[src/rtl/dma_rd_arb_pkg.sv]
// Shared types and helpers for the DMA read-channel arbiter and its round-robin picker.
package dma_arb_pkg;
  localparam int ADDR_MAX = 64;
  localparam int ID_MAX   = 16;
  localparam int NREQ_MAX = 8;

  typedef enum logic {
    ST_IDLE  = 1'b0,
    ST_ISSUE = 1'b1
  } arb_state_e;

  typedef struct packed {
    logic [ADDR_MAX-1:0] addr;
    logic [7:0]          len;
    logic [ID_MAX-1:0]   id;
  } ar_payload_t;

  // Index width that tags ARID with the requester number; never narrower than one bit.
  function automatic int ixw_f(input int n);
    return (n <= 2) ? 1 : $clog2(n);
  endfunction

  // First set bit of req scanning ptr, ptr+1, ... modulo n. Returns {found, index}.
  function automatic logic [3:0] rr_pick(input logic [7:0] req, input logic [2:0] ptr,
                                         input int n);
    logic       found;
    logic [2:0] idx;
    int         j;
    found = 1'b0;
    idx   = 3'd0;
    j     = 0;
    for (int k = 0; k < NREQ_MAX; k++) begin
      if (k < n && !found) begin
        j = (int'(ptr) + k) % n;
        if (req[j[2:0]]) begin
          found = 1'b1;
          idx   = j[2:0];
        end
      end
    end
    return {found, idx};
  endfunction
endpackage

[src/rtl/dma_rd_arb_if.sv]
// AXI read bundle of the arbiter: requester-side (s_*) and interconnect-side (m_*) signals.
// Valid/ready: a transfer happens on a cycle where valid and ready are both 1; a raised
// valid holds its payload stable until accepted, and ready may depend combinationally on valid.
interface dma_rd_arb_if
  import dma_arb_pkg::*;
#(
  parameter int NREQ = 2,
  parameter int AW   = 32,
  parameter int DW   = 64,
  parameter int IDW  = 4
);
  localparam int IXW = ixw_f(NREQ);

  logic [NREQ-1:0]     s_arvalid;
  logic [NREQ-1:0]     s_arready;
  logic [NREQ*AW-1:0]  s_araddr;
  logic [NREQ*8-1:0]   s_arlen;
  logic [NREQ*IDW-1:0] s_arid;
  logic                m_arvalid;
  logic                m_arready;
  logic [AW-1:0]       m_araddr;
  logic [7:0]          m_arlen;
  logic [IDW+IXW-1:0]  m_arid;
  logic                m_rvalid;
  logic                m_rready;
  logic [DW-1:0]       m_rdata;
  logic [1:0]          m_rresp;
  logic                m_rlast;
  logic [IDW+IXW-1:0]  m_rid;
  logic [NREQ-1:0]     s_rvalid;
  logic [NREQ-1:0]     s_rready;
  logic [DW-1:0]       s_rdata;
  logic [1:0]          s_rresp;
  logic                s_rlast;
  logic [IDW-1:0]      s_rid;

  modport master (
    input  s_arvalid, s_araddr, s_arlen, s_arid, m_arready,
           m_rvalid, m_rdata, m_rresp, m_rlast, m_rid, s_rready,
    output s_arready, m_arvalid, m_araddr, m_arlen, m_arid,
           m_rready, s_rvalid, s_rdata, s_rresp, s_rlast, s_rid
  );

  modport slave (
    output s_arvalid, s_araddr, s_arlen, s_arid, m_arready,
           m_rvalid, m_rdata, m_rresp, m_rlast, m_rid, s_rready,
    input  s_arready, m_arvalid, m_araddr, m_arlen, m_arid,
           m_rready, s_rvalid, s_rdata, s_rresp, s_rlast, s_rid
  );
endinterface

[src/rtl/dma_rd_arb_rr_picker.sv]
// Combinational round-robin priority encoder; shared with the write-channel arbiter.
module dma_rr_picker
  import dma_arb_pkg::*;
#(
  parameter  int N  = 2,
  localparam int PW = ixw_f(N)
) (
  input  logic [N-1:0]  req_i,
  input  logic [PW-1:0] ptr_i,
  output logic          found_o,
  output logic [PW-1:0] idx_o
);
  logic [3:0] pick;
  logic       unused_pick;

  assign pick        = rr_pick(8'(req_i), 3'(ptr_i), N);
  assign found_o     = pick[3];
  assign idx_o       = pick[PW-1:0];
  assign unused_pick = ^pick;
endmodule

[src/rtl/dma_rd_arb.sv]
// Shares one AXI read master between NREQ DMA requesters: round-robin AR arbitration with
// ARID tagging, RID-based R routing and a per-requester outstanding-burst limit.
module dma_rd_arb
  import dma_arb_pkg::*;
#(
  parameter  int NREQ     = 2,
  parameter  int AW       = 32,
  parameter  int DW       = 64,
  parameter  int IDW      = 4,
  parameter  int MAX_OUTS = 4,
  localparam int IXW      = ixw_f(NREQ),
  localparam int CW       = $clog2(MAX_OUTS + 1)
) (
  input  logic               clk,
  input  logic               rst,
  dma_rd_arb_if.master       bus,
  output logic               err_unroutable,
  output arb_state_e         dbg_state_o,
  output logic [IXW-1:0]     dbg_rr_o,
  output logic [NREQ*CW-1:0] dbg_outs_o
);
  arb_state_e      state_q;
  logic            m_arvalid_q;
  ar_payload_t     pl_q;
  logic [IXW-1:0]  rr_q;
  logic [CW-1:0]   outs_q [NREQ];
  logic [CW-1:0]   outs_d [NREQ];
  logic            err_q;
  logic [NREQ-1:0] elig;
  logic            found;
  logic [IXW-1:0]  win;
  logic            grant;
  logic [IXW-1:0]  ridx;
  logic            routable;
  logic            r_hs;
  logic            r_done;
  logic            unused_pl;

  always_comb begin
    elig = '0;
    for (int i = 0; i < NREQ; i++) begin
      elig[i] = bus.s_arvalid[i] && (outs_q[i] < CW'(MAX_OUTS));
    end
  end

  dma_rr_picker #(.N(NREQ)) u_pick (
    .req_i  (elig),
    .ptr_i  (rr_q),
    .found_o(found),
    .idx_o  (win)
  );

  // The grant pulse is combinational so the requester sees its ready in the request cycle.
  assign grant         = (state_q == ST_IDLE) && found && !rst;
  assign bus.s_arready = grant ? (NREQ'(1) << win) : '0;

  assign ridx = bus.m_rid[IDW+IXW-1:IDW];
  if (NREQ == (1 << IXW)) begin : g_all_routable
    assign routable = 1'b1;
  end else begin : g_some_unroutable
    assign routable = (ridx < IXW'(NREQ));
  end

  // Beats tagged with a nonexistent requester are sunk so the interconnect never stalls.
  assign bus.m_rready = routable ? bus.s_rready[ridx] : 1'b1;
  assign bus.s_rvalid = (routable && bus.m_rvalid) ? (NREQ'(1) << ridx) : '0;
  assign bus.s_rdata  = bus.m_rdata;
  assign bus.s_rresp  = bus.m_rresp;
  assign bus.s_rlast  = bus.m_rlast;
  assign bus.s_rid    = bus.m_rid[IDW-1:0];
  assign r_hs         = bus.m_rvalid && bus.m_rready;
  assign r_done       = r_hs && bus.m_rlast && routable;

  always_comb begin
    logic inc;
    logic dec;
    inc = 1'b0;
    dec = 1'b0;
    for (int i = 0; i < NREQ; i++) begin
      inc       = grant && (win == IXW'(i));
      dec       = r_done && (ridx == IXW'(i));
      outs_d[i] = outs_q[i];
      if (inc && !dec) begin
        outs_d[i] = outs_q[i] + CW'(1);
      end else if (dec && !inc && (outs_q[i] != '0)) begin
        outs_d[i] = outs_q[i] - CW'(1);
      end
    end
  end

  always_ff @(posedge clk) begin
    if (rst) begin
      state_q     <= ST_IDLE;
      m_arvalid_q <= 1'b0;
      pl_q        <= '0;
      rr_q        <= '0;
      err_q       <= 1'b0;
      for (int i = 0; i < NREQ; i++) outs_q[i] <= '0;
    end else begin
      for (int i = 0; i < NREQ; i++) outs_q[i] <= outs_d[i];
      if (r_hs && !routable) err_q <= 1'b1;
      case (state_q)
        ST_IDLE: begin
          if (grant) begin
            pl_q.addr   <= ADDR_MAX'(bus.s_araddr[int'(win)*AW +: AW]);
            pl_q.len    <= bus.s_arlen[int'(win)*8 +: 8];
            pl_q.id     <= ID_MAX'({win, bus.s_arid[int'(win)*IDW +: IDW]});
            m_arvalid_q <= 1'b1;
            state_q     <= ST_ISSUE;
            rr_q        <= (int'(win) == NREQ - 1) ? '0 : win + 1'b1;
          end
        end
        ST_ISSUE: begin
          if (bus.m_arready) begin
            m_arvalid_q <= 1'b0;
            state_q     <= ST_IDLE;
          end
        end
        default: state_q <= ST_IDLE;
      endcase
    end
  end

  assign bus.m_arvalid  = m_arvalid_q;
  assign bus.m_araddr   = pl_q.addr[AW-1:0];
  assign bus.m_arlen    = pl_q.len;
  assign bus.m_arid     = pl_q.id[IDW+IXW-1:0];
  assign err_unroutable = err_q;
  assign dbg_state_o    = state_q;
  assign dbg_rr_o       = rr_q;
  assign unused_pl      = ^{pl_q.addr, pl_q.id};

  for (genvar g = 0; g < NREQ; g++) begin : g_dbg_outs
    assign dbg_outs_o[g*CW +: CW] = outs_q[g];
  end
endmodule

[src/flat_wrapper.sv]
// flat-port wrapper written by rule: the top's interface ports become plain ports
module dma_rd_arb_flat import dma_arb_pkg::*;
#(
  parameter  int NREQ     = 2,
  parameter  int AW       = 32,
  parameter  int DW       = 64,
  parameter  int IDW      = 4,
  parameter  int MAX_OUTS = 4,
  localparam int IXW      = ixw_f(NREQ),
  localparam int CW       = $clog2(MAX_OUTS + 1)
)
  (clk, rst, err_unroutable, dbg_state_o, dbg_rr_o, dbg_outs_o, bus_s_arvalid, bus_s_araddr, bus_s_arlen, bus_s_arid, bus_m_arready, bus_m_rvalid, bus_m_rdata, bus_m_rresp, bus_m_rlast, bus_m_rid, bus_s_rready, bus_s_arready, bus_m_arvalid, bus_m_araddr, bus_m_arlen, bus_m_arid, bus_m_rready, bus_s_rvalid, bus_s_rdata, bus_s_rresp, bus_s_rlast, bus_s_rid);
  dma_rd_arb_if #(.NREQ(NREQ), .AW(AW), .DW(DW), .IDW(IDW)) bus_i ();
  input  logic clk;
  input  logic rst;
  output logic err_unroutable;
  output arb_state_e dbg_state_o;
  output logic [IXW-1:0] dbg_rr_o;
  output logic [NREQ*CW-1:0] dbg_outs_o;
  input wire logic [$bits(bus_i.s_arvalid)-1:0] bus_s_arvalid;
  input wire logic [$bits(bus_i.s_araddr)-1:0] bus_s_araddr;
  input wire logic [$bits(bus_i.s_arlen)-1:0] bus_s_arlen;
  input wire logic [$bits(bus_i.s_arid)-1:0] bus_s_arid;
  input wire logic [$bits(bus_i.m_arready)-1:0] bus_m_arready;
  input wire logic [$bits(bus_i.m_rvalid)-1:0] bus_m_rvalid;
  input wire logic [$bits(bus_i.m_rdata)-1:0] bus_m_rdata;
  input wire logic [$bits(bus_i.m_rresp)-1:0] bus_m_rresp;
  input wire logic [$bits(bus_i.m_rlast)-1:0] bus_m_rlast;
  input wire logic [$bits(bus_i.m_rid)-1:0] bus_m_rid;
  input wire logic [$bits(bus_i.s_rready)-1:0] bus_s_rready;
  output wire logic [$bits(bus_i.s_arready)-1:0] bus_s_arready;
  output wire logic [$bits(bus_i.m_arvalid)-1:0] bus_m_arvalid;
  output wire logic [$bits(bus_i.m_araddr)-1:0] bus_m_araddr;
  output wire logic [$bits(bus_i.m_arlen)-1:0] bus_m_arlen;
  output wire logic [$bits(bus_i.m_arid)-1:0] bus_m_arid;
  output wire logic [$bits(bus_i.m_rready)-1:0] bus_m_rready;
  output wire logic [$bits(bus_i.s_rvalid)-1:0] bus_s_rvalid;
  output wire logic [$bits(bus_i.s_rdata)-1:0] bus_s_rdata;
  output wire logic [$bits(bus_i.s_rresp)-1:0] bus_s_rresp;
  output wire logic [$bits(bus_i.s_rlast)-1:0] bus_s_rlast;
  output wire logic [$bits(bus_i.s_rid)-1:0] bus_s_rid;
  assign bus_i.s_arvalid = bus_s_arvalid;
  assign bus_i.s_araddr = bus_s_araddr;
  assign bus_i.s_arlen = bus_s_arlen;
  assign bus_i.s_arid = bus_s_arid;
  assign bus_i.m_arready = bus_m_arready;
  assign bus_i.m_rvalid = bus_m_rvalid;
  assign bus_i.m_rdata = bus_m_rdata;
  assign bus_i.m_rresp = bus_m_rresp;
  assign bus_i.m_rlast = bus_m_rlast;
  assign bus_i.m_rid = bus_m_rid;
  assign bus_i.s_rready = bus_s_rready;
  assign bus_s_arready = bus_i.s_arready;
  assign bus_m_arvalid = bus_i.m_arvalid;
  assign bus_m_araddr = bus_i.m_araddr;
  assign bus_m_arlen = bus_i.m_arlen;
  assign bus_m_arid = bus_i.m_arid;
  assign bus_m_rready = bus_i.m_rready;
  assign bus_s_rvalid = bus_i.s_rvalid;
  assign bus_s_rdata = bus_i.s_rdata;
  assign bus_s_rresp = bus_i.s_rresp;
  assign bus_s_rlast = bus_i.s_rlast;
  assign bus_s_rid = bus_i.s_rid;
  dma_rd_arb #(.NREQ(NREQ), .AW(AW), .DW(DW), .IDW(IDW), .MAX_OUTS(MAX_OUTS)) u_core (.clk(clk), .rst(rst), .bus(bus_i), .err_unroutable(err_unroutable), .dbg_state_o(dbg_state_o), .dbg_rr_o(dbg_rr_o), .dbg_outs_o(dbg_outs_o));
endmodule
[config.mk]
export PLATFORM = sky130hd
export DESIGN_NAME = dma_rd_arb_flat
export DESIGN_NICKNAME = d
export VERILOG_FILES = /design/src/rtl/dma_rd_arb_pkg.sv /design/src/rtl/dma_rd_arb_if.sv /design/src/rtl/dma_rd_arb_rr_picker.sv /design/src/rtl/dma_rd_arb.sv /design/src/flat_wrapper.sv
export SDC_FILE = /design/constraint.sdc
export NUM_CORES = 1
export LEC_CHECK = 0
export BUFFER_PORTS_ARGS = -buffer_cell sky130_fd_sc_hd__clkbuf_2
export CAP_MARGIN = 20
export CORE_AREA = 5 5 112 114
export CTS_CLUSTER_SIZE = 40
export DETAILED_ROUTE_END_ITERATION = 7
export DIE_AREA = 0 0 117 119
export PLACE_DENSITY_LB_ADDON = 0.25
export SLEW_MARGIN = 0
export SYNTH_ARGS = -nofsm -noshare
export SYNTH_HDL_FRONTEND = slang
export SYNTH_SLANG_ARGS = --single-unit
[constraint.sdc]
create_clock -name clk -period 6.66 [get_ports clk]
set_input_delay 1.665 -clock clk [delete_from_list [all_inputs] [get_ports clk]]
set_output_delay 1.665 -clock clk [all_outputs]
set_load 0.01 [all_outputs]
After elaboration in Yosys (flattened, before gate mapping)
Memories as Yosys holds them, arrays and structs flattened.
Cells that the tools add are included.
{"block": "totals", "regBits": 48, "ramBits": 6, "output_inout_bits": 131, "mem_count": 1}
{"block": "op_classes", "n_addsub": 6, "n_lt_le_gt_ge": 5, "n_eq_ne": 2, "shift": 5, "muxes": 30, "bitwise": 6, "reduce_logical": 25}
{"memory": "u_core.outs_q", "words": 2, "word_bits": 3, "read_ports": 2, "rd_clocked_by_memory_dff": 0, "write_ports": 2, "line": "dma_rd_arb.sv:26", "source": "logic [CW-1:0] outs_q [NREQ];"}
{"operator": "64-bit by 7-bit variable part select with 32-bit output", "n": 1}
{"operator": "1-bit two-way mux", "n": 19}
{"operator": "3-bit two-way mux", "n": 6}
{"operator": "1-bit logical AND", "n": 16}
{"operator": "16-bit by 5-bit variable part select with 8-bit output", "n": 1}
{"operator": "8-bit by 4-bit variable part select with 4-bit output", "n": 1}
{"operator": "3-bit by 1-bit adder with 3-bit output, second input constant", "n": 2}
{"operator": "3-bit < comparator, second input constant", "n": 2}
{"operator": "3-bit nonzero test", "n": 2}
{"operator": "3-bit by 1-bit subtractor with 3-bit output, second input constant", "n": 2}
{"operator": "1-bit zero test", "n": 5}
{"operator": "1-bit by 4-bit < comparator with 1-bit output, second input constant", "n": 1}
{"operator": "3-bit by 4-bit < comparator with 1-bit output, second input constant", "n": 1}
{"operator": "2-bit two-way mux", "n": 2}
{"operator": "1-bit case mux with 2 select lines", "n": 2}
{"operator": "2-bit AND reduction", "n": 2}
{"operator": "1-bit by 1-bit << shifter with 2-bit output, first input constant", "n": 2}
{"operator": "1-bit NOT", "n": 3}
{"operator": "1-bit adder, second input constant", "n": 2}
{"operator": "1-bit binary-select mux with 2-bit select", "n": 1}
{"operator": "1-bit by 2-bit < comparator with 1-bit output, second input constant", "n": 1}
{"operator": "2-bit by 1-bit != test with 1-bit output, second input constant", "n": 1}
{"operator": "2-bit != test, second input constant", "n": 1}
{"operator": "1-bit bitwise OR", "n": 2}
{"operator": "1-bit bitwise AND, first input constant", "n": 1}

Depth between registers and ports, before layout
An unclocked memory read counts as a cell.
{"block": "depth", "depth_word": 16, "ltp_mapped": 7, "depth_no_buf": 7}

By module
From an unflattened synthesis, not the netlist that was laid out.
{"block": "unflattened", "cells_unflattened": 335, "hier_area_um2": 3045.4}
{"mod": "dma_rd_arb", "n_inst": 1, "cells_per_inst": 332, "area_each_um2": 3027.9, "seq_area_each_um2": 1081.0}
{"mod": "dma_rr_picker", "n_inst": 1, "cells_per_inst": 3, "area_each_um2": 17.5, "seq_area_each_um2": 0.0}

Least setup slack after synthesis
No wires, ideal clock.
{"block": "synth_timing", "path_type": "input to output", "start": "input port rst", "end": "output port bus_s_arready[1]", "arrival_time_ps": 2237, "setup_slack_ps": 2758, "path_stages": 2, "cell_sequence": "buf_6 > nor4_4"}
{"block": "synth_between", "elab_chain_len": 3}
{"item": "start: declaration", "line": "flat_wrapper.sv:15", "source": "input logic rst;"}
{"item": "1-bit zero test", "line": "dma_rd_arb.sv:54", "source": "assign grant = (state_q == ST_IDLE) && found && !rst;"}
{"item": "1-bit logical AND", "line": "dma_rd_arb.sv:54"}
{"item": "2-bit two-way mux", "line": "dma_rd_arb.sv:55", "source": "assign bus.s_arready = grant ? (NREQ'(1) << win) : '0;"}
{"item": "end: declaration", "line": "flat_wrapper.sv:31", "source": "output wire logic [$bits(bus_i.s_arready)-1:0] bus_s_arready;"}
No other way between the ends.

Worst setup path after layout
{"block": "layout_timing", "start": "input port rst", "end": "output port bus_s_arready[0]"}
The elaborated chain is that of the path after synthesis.

==> summary.md <==
| Metric | Value |
|---|---|
| Buffer depth of the longest clock path | 2 |
| PostCTS Resize Cnt | 0 |
| Initial DRC count | 55 |
| Final Cycle Share | 64.8% |
| Die width | 117 um |
| Worst-path clk slew | 0.07 ns |
| Worst r2r path cells | 5 |
| Crit path max-delay family | simple AND/OR/NAND/NOR gates |
| Buffers on Ports | 157 |
| Least-Margin Pin Slew | 0.878 ns |
| CP peak stage delay | 0.37 ns |
| Register area share after synthesis | 35.7% |
| Fin Hold WS | 0.498 ns |
| Detailed Route WL | 8110 um |
| WP depth | 4 |
| Syn_nets | 506 |
| Area growth syn-to-layout | 16.6% |
| Most frequent cells in the layout | 157 x clkbuf_2, 54 x dfxtp_1, 47 x mux2i_1, 45 x a21oi_1, 34 x o21ai_1 |
| Worst EP required | 4.99 ns |
| Final setup fails | 0 |
| Worst Setup SP | rst |
| Setup TNS | 0 ns |
| Worst Setup Start Kind | primary input |
| Reg2reg setup slack | 4.41 ns |
| DR WL/cell | 14.6 um |
| Most common cell after layout, fill and taps aside | clkbuf_2 |
| Fmax | 232 MHz |
| CP cell instances | clkbuf_2 > nor4b_2 > and2_1 > clkbuf_2 |
| CTS Hold Buffers Added | 0 |
| Max-cap violations | 0 |
| Post-CTS setup buffer count | 0 |
| Reg area | 0.00108 sq mm |
| GRT Total Usage | 11.3% |
| Hold crit path type | flip-flop to flip-flop |
| Critical Path End | bus_s_arready[0] |
| Routability cong. | 0.748 |
| EDFF count, synth | 0 |
| Number of buffers created by CTS | 5 |
| Core area | 0.0113 sq mm |
| Total I/O pin count | 299 |
| RSZ-0062 raised after global routing | no |
| WP data arrival | 2.65 ns |
| Initial antenna violation count | 0 |
| DP Area | 0.00340 sq mm |
| Clock skew | 0.00680 ns |
| Final Max Slew Viols | 0 |
| RR Startpoint | u_core.outs_q[0][2] |
| Starting Density | 26.8% |
| Crit-path slowest cell | nor4b_2 |
| Leakage power total | 0.00168 uW |
| Antenna cells | 0 |
| First-pass GRT wire length | 12600 um |
| Critical Path Fanout Max | 12 |
| Floorplan row count | 39 |
| DRC violations left | 0 |
| Run status | completed |
| Root Buffer | clkbuf_16 |
| Final nets | 581 |
| Post-Syn Instances | 336 |
| DR vias/cell | 4.55 |
| Cell Area, Synth | 0.00303 sq mm |
| Period minus WS final | 4.32 ns |
| Worst Path Buf+Inv | 2 |
| First-pass iteration count of the detailed router | 4 |
| VDD IR max | 104 uV |
| Synth cell types | 40 |
| Slew headroom | 41.3% |
| Synth Warn # | 0 |
| DR vias | 2520 |
| Worst path most repeated cell | clkbuf_2 |
| Critical path class | primary input to primary output |
| Fraction of layout cells with a size suffix above 1 | 42.8% |
| Height of the die | 119 um |
| Mean Syn Cell Area | 9.02 sq um |
| Total grt overflow | 0 |
| Largest net degree at the start of global routing | 53 |
| Vias in the first global route | 2488 |
| Final Hold Viols | 0 |
| Multi-input gate area | 0.00133 sq mm |
| HPWL after DPL | 6240 um |
| Clk sink count | 54 |
| Synthesis-stage register bit count | 54 |
| Reg2reg end | u_core.bus.m_araddr[15] |
| Asr flop ratio synth | 0% |
| Detail Route Antenna Nets | 0 |
| DIE AREA | 0.0139 sq mm |
| Critical Path End Type | primary output |
| CTS tree | yes |
| Clk Latency, worst-skew pair | 0.29 ns |
| # fillers | 1211 |
| Power Density | 240 mW/mm^2 |
| Primary FF master, synth | dfxtp_1 |
| H-tree depth | 2 |
| Final instance area | 0.00354 sq mm |
## where the power goes
| part | total, uW | switching [uW] | internal, uW |
|---|---|---|---|
| Sequential | 380 | 22.7 | 357 |
| Clock | 261 | 122 | 138 |
| Combinational | 207 | 111 | 95.3 |
## metrics by stage
step           setup WS [ns]  std cells  total power (uW)  util [%]
6_report                2.34        554               847      31.2
5_1_grt                 2.25        554               908      31.2
4_1_cts                 2.34        554               869      31.2
3_5_place_dp            2.34        547               599      30.0
3_3_place_gp            2.36        547               595      30.0
2_1_floorplan           2.76        336               553         -
## area by class of cell
| class | instances | share of cell area (%) |
|---|---|---|
| inverter | 1 | 0.106 |
| clock inverter | 2 | 0.389 |
| sequential | 54 | 30.6 |
| clock buffer | 5 | 3.54 |
| tap | 143 | 5.06 |
| multi-input combinational | 189 | 37.5 |
| timing repair buffer | 160 | 22.9 |
## metal layers
metal	up-vias	wire length (um)	global-route usage (%)
met4	0	240	5.30
met2	120	4210	19.8
met5	-	0	0
met1	1111	2870	11.9
li1	1261	-	-
met3	28	791	4.01
## sequential cells by signal, summed over array words and instances, names as in the netlist
register              flops
u_core.dbg_rr_o           1
u_core.bus.m_arvalid      1
u_core.outs_q             6
u_core.dbg_state_o        1
u_core.bus.m_arid         5
u_core.bus.m_arlen        8
u_core.bus.m_araddr      32
## how the worst min path moves through the flow
stage                                 endpoint  slack [ns]                 start  depth (start not counted)
final                     u_core.bus.m_arvalid        0.50  u_core.bus.m_arvalid                          1
after global routing      u_core.bus.m_arvalid        0.51  u_core.bus.m_arvalid                          1
after CTS                 u_core.bus.m_arvalid        0.50  u_core.bus.m_arvalid                          1
after detailed placement  u_core.bus.m_arvalid        0.48  u_core.bus.m_arvalid                          1
after global placement    u_core.bus.m_arvalid        0.48  u_core.bus.m_arvalid                          1
after floorplan            u_core.outs_q[0][1]        0.53   u_core.outs_q[0][1]                          2
## kinds of logic (layout without fill, tap and decap cells)
logic type | count (synthesis) | count (layout) | share of synthesized area [%]
adders and majority gates | 2 | 2 | 1.32
AOI/OAI and AO/OA | 99 | 99 | 17.1
buffers and inverters | 93 | 168 | 21.0
and+or+nand+nor | 37 | 37 | 8.09
other | 1 | 1 | 0.124
DFF | 54 | 54 | 35.7
muxes | 50 | 50 | 16.6
## cells in the mapped netlist, types with 2 or more instances
cell	n	area, sq um
buf_4	72	541
dfxtp_1	54	1080
mux2i_1	47	470
a21oi_1	45	225
o21ai_1	34	170
o21ai_0	11	55.1
buf_2	9	45.0
nand2_1	7	26.3
clkbuf_1	6	22.5
nor2_1	5	18.8
nor3_1	5	25.0
buf_1	4	15.0
nor2b_1	4	25.0
a211oi_1	2	15.0
and2_1	2	12.5
fa_1	2	40.0
mux2_1	2	22.5
nand3b_1	2	15.0
o21a_1	2	15.0
No activity file was read; power rests on OpenSTA's default activity.
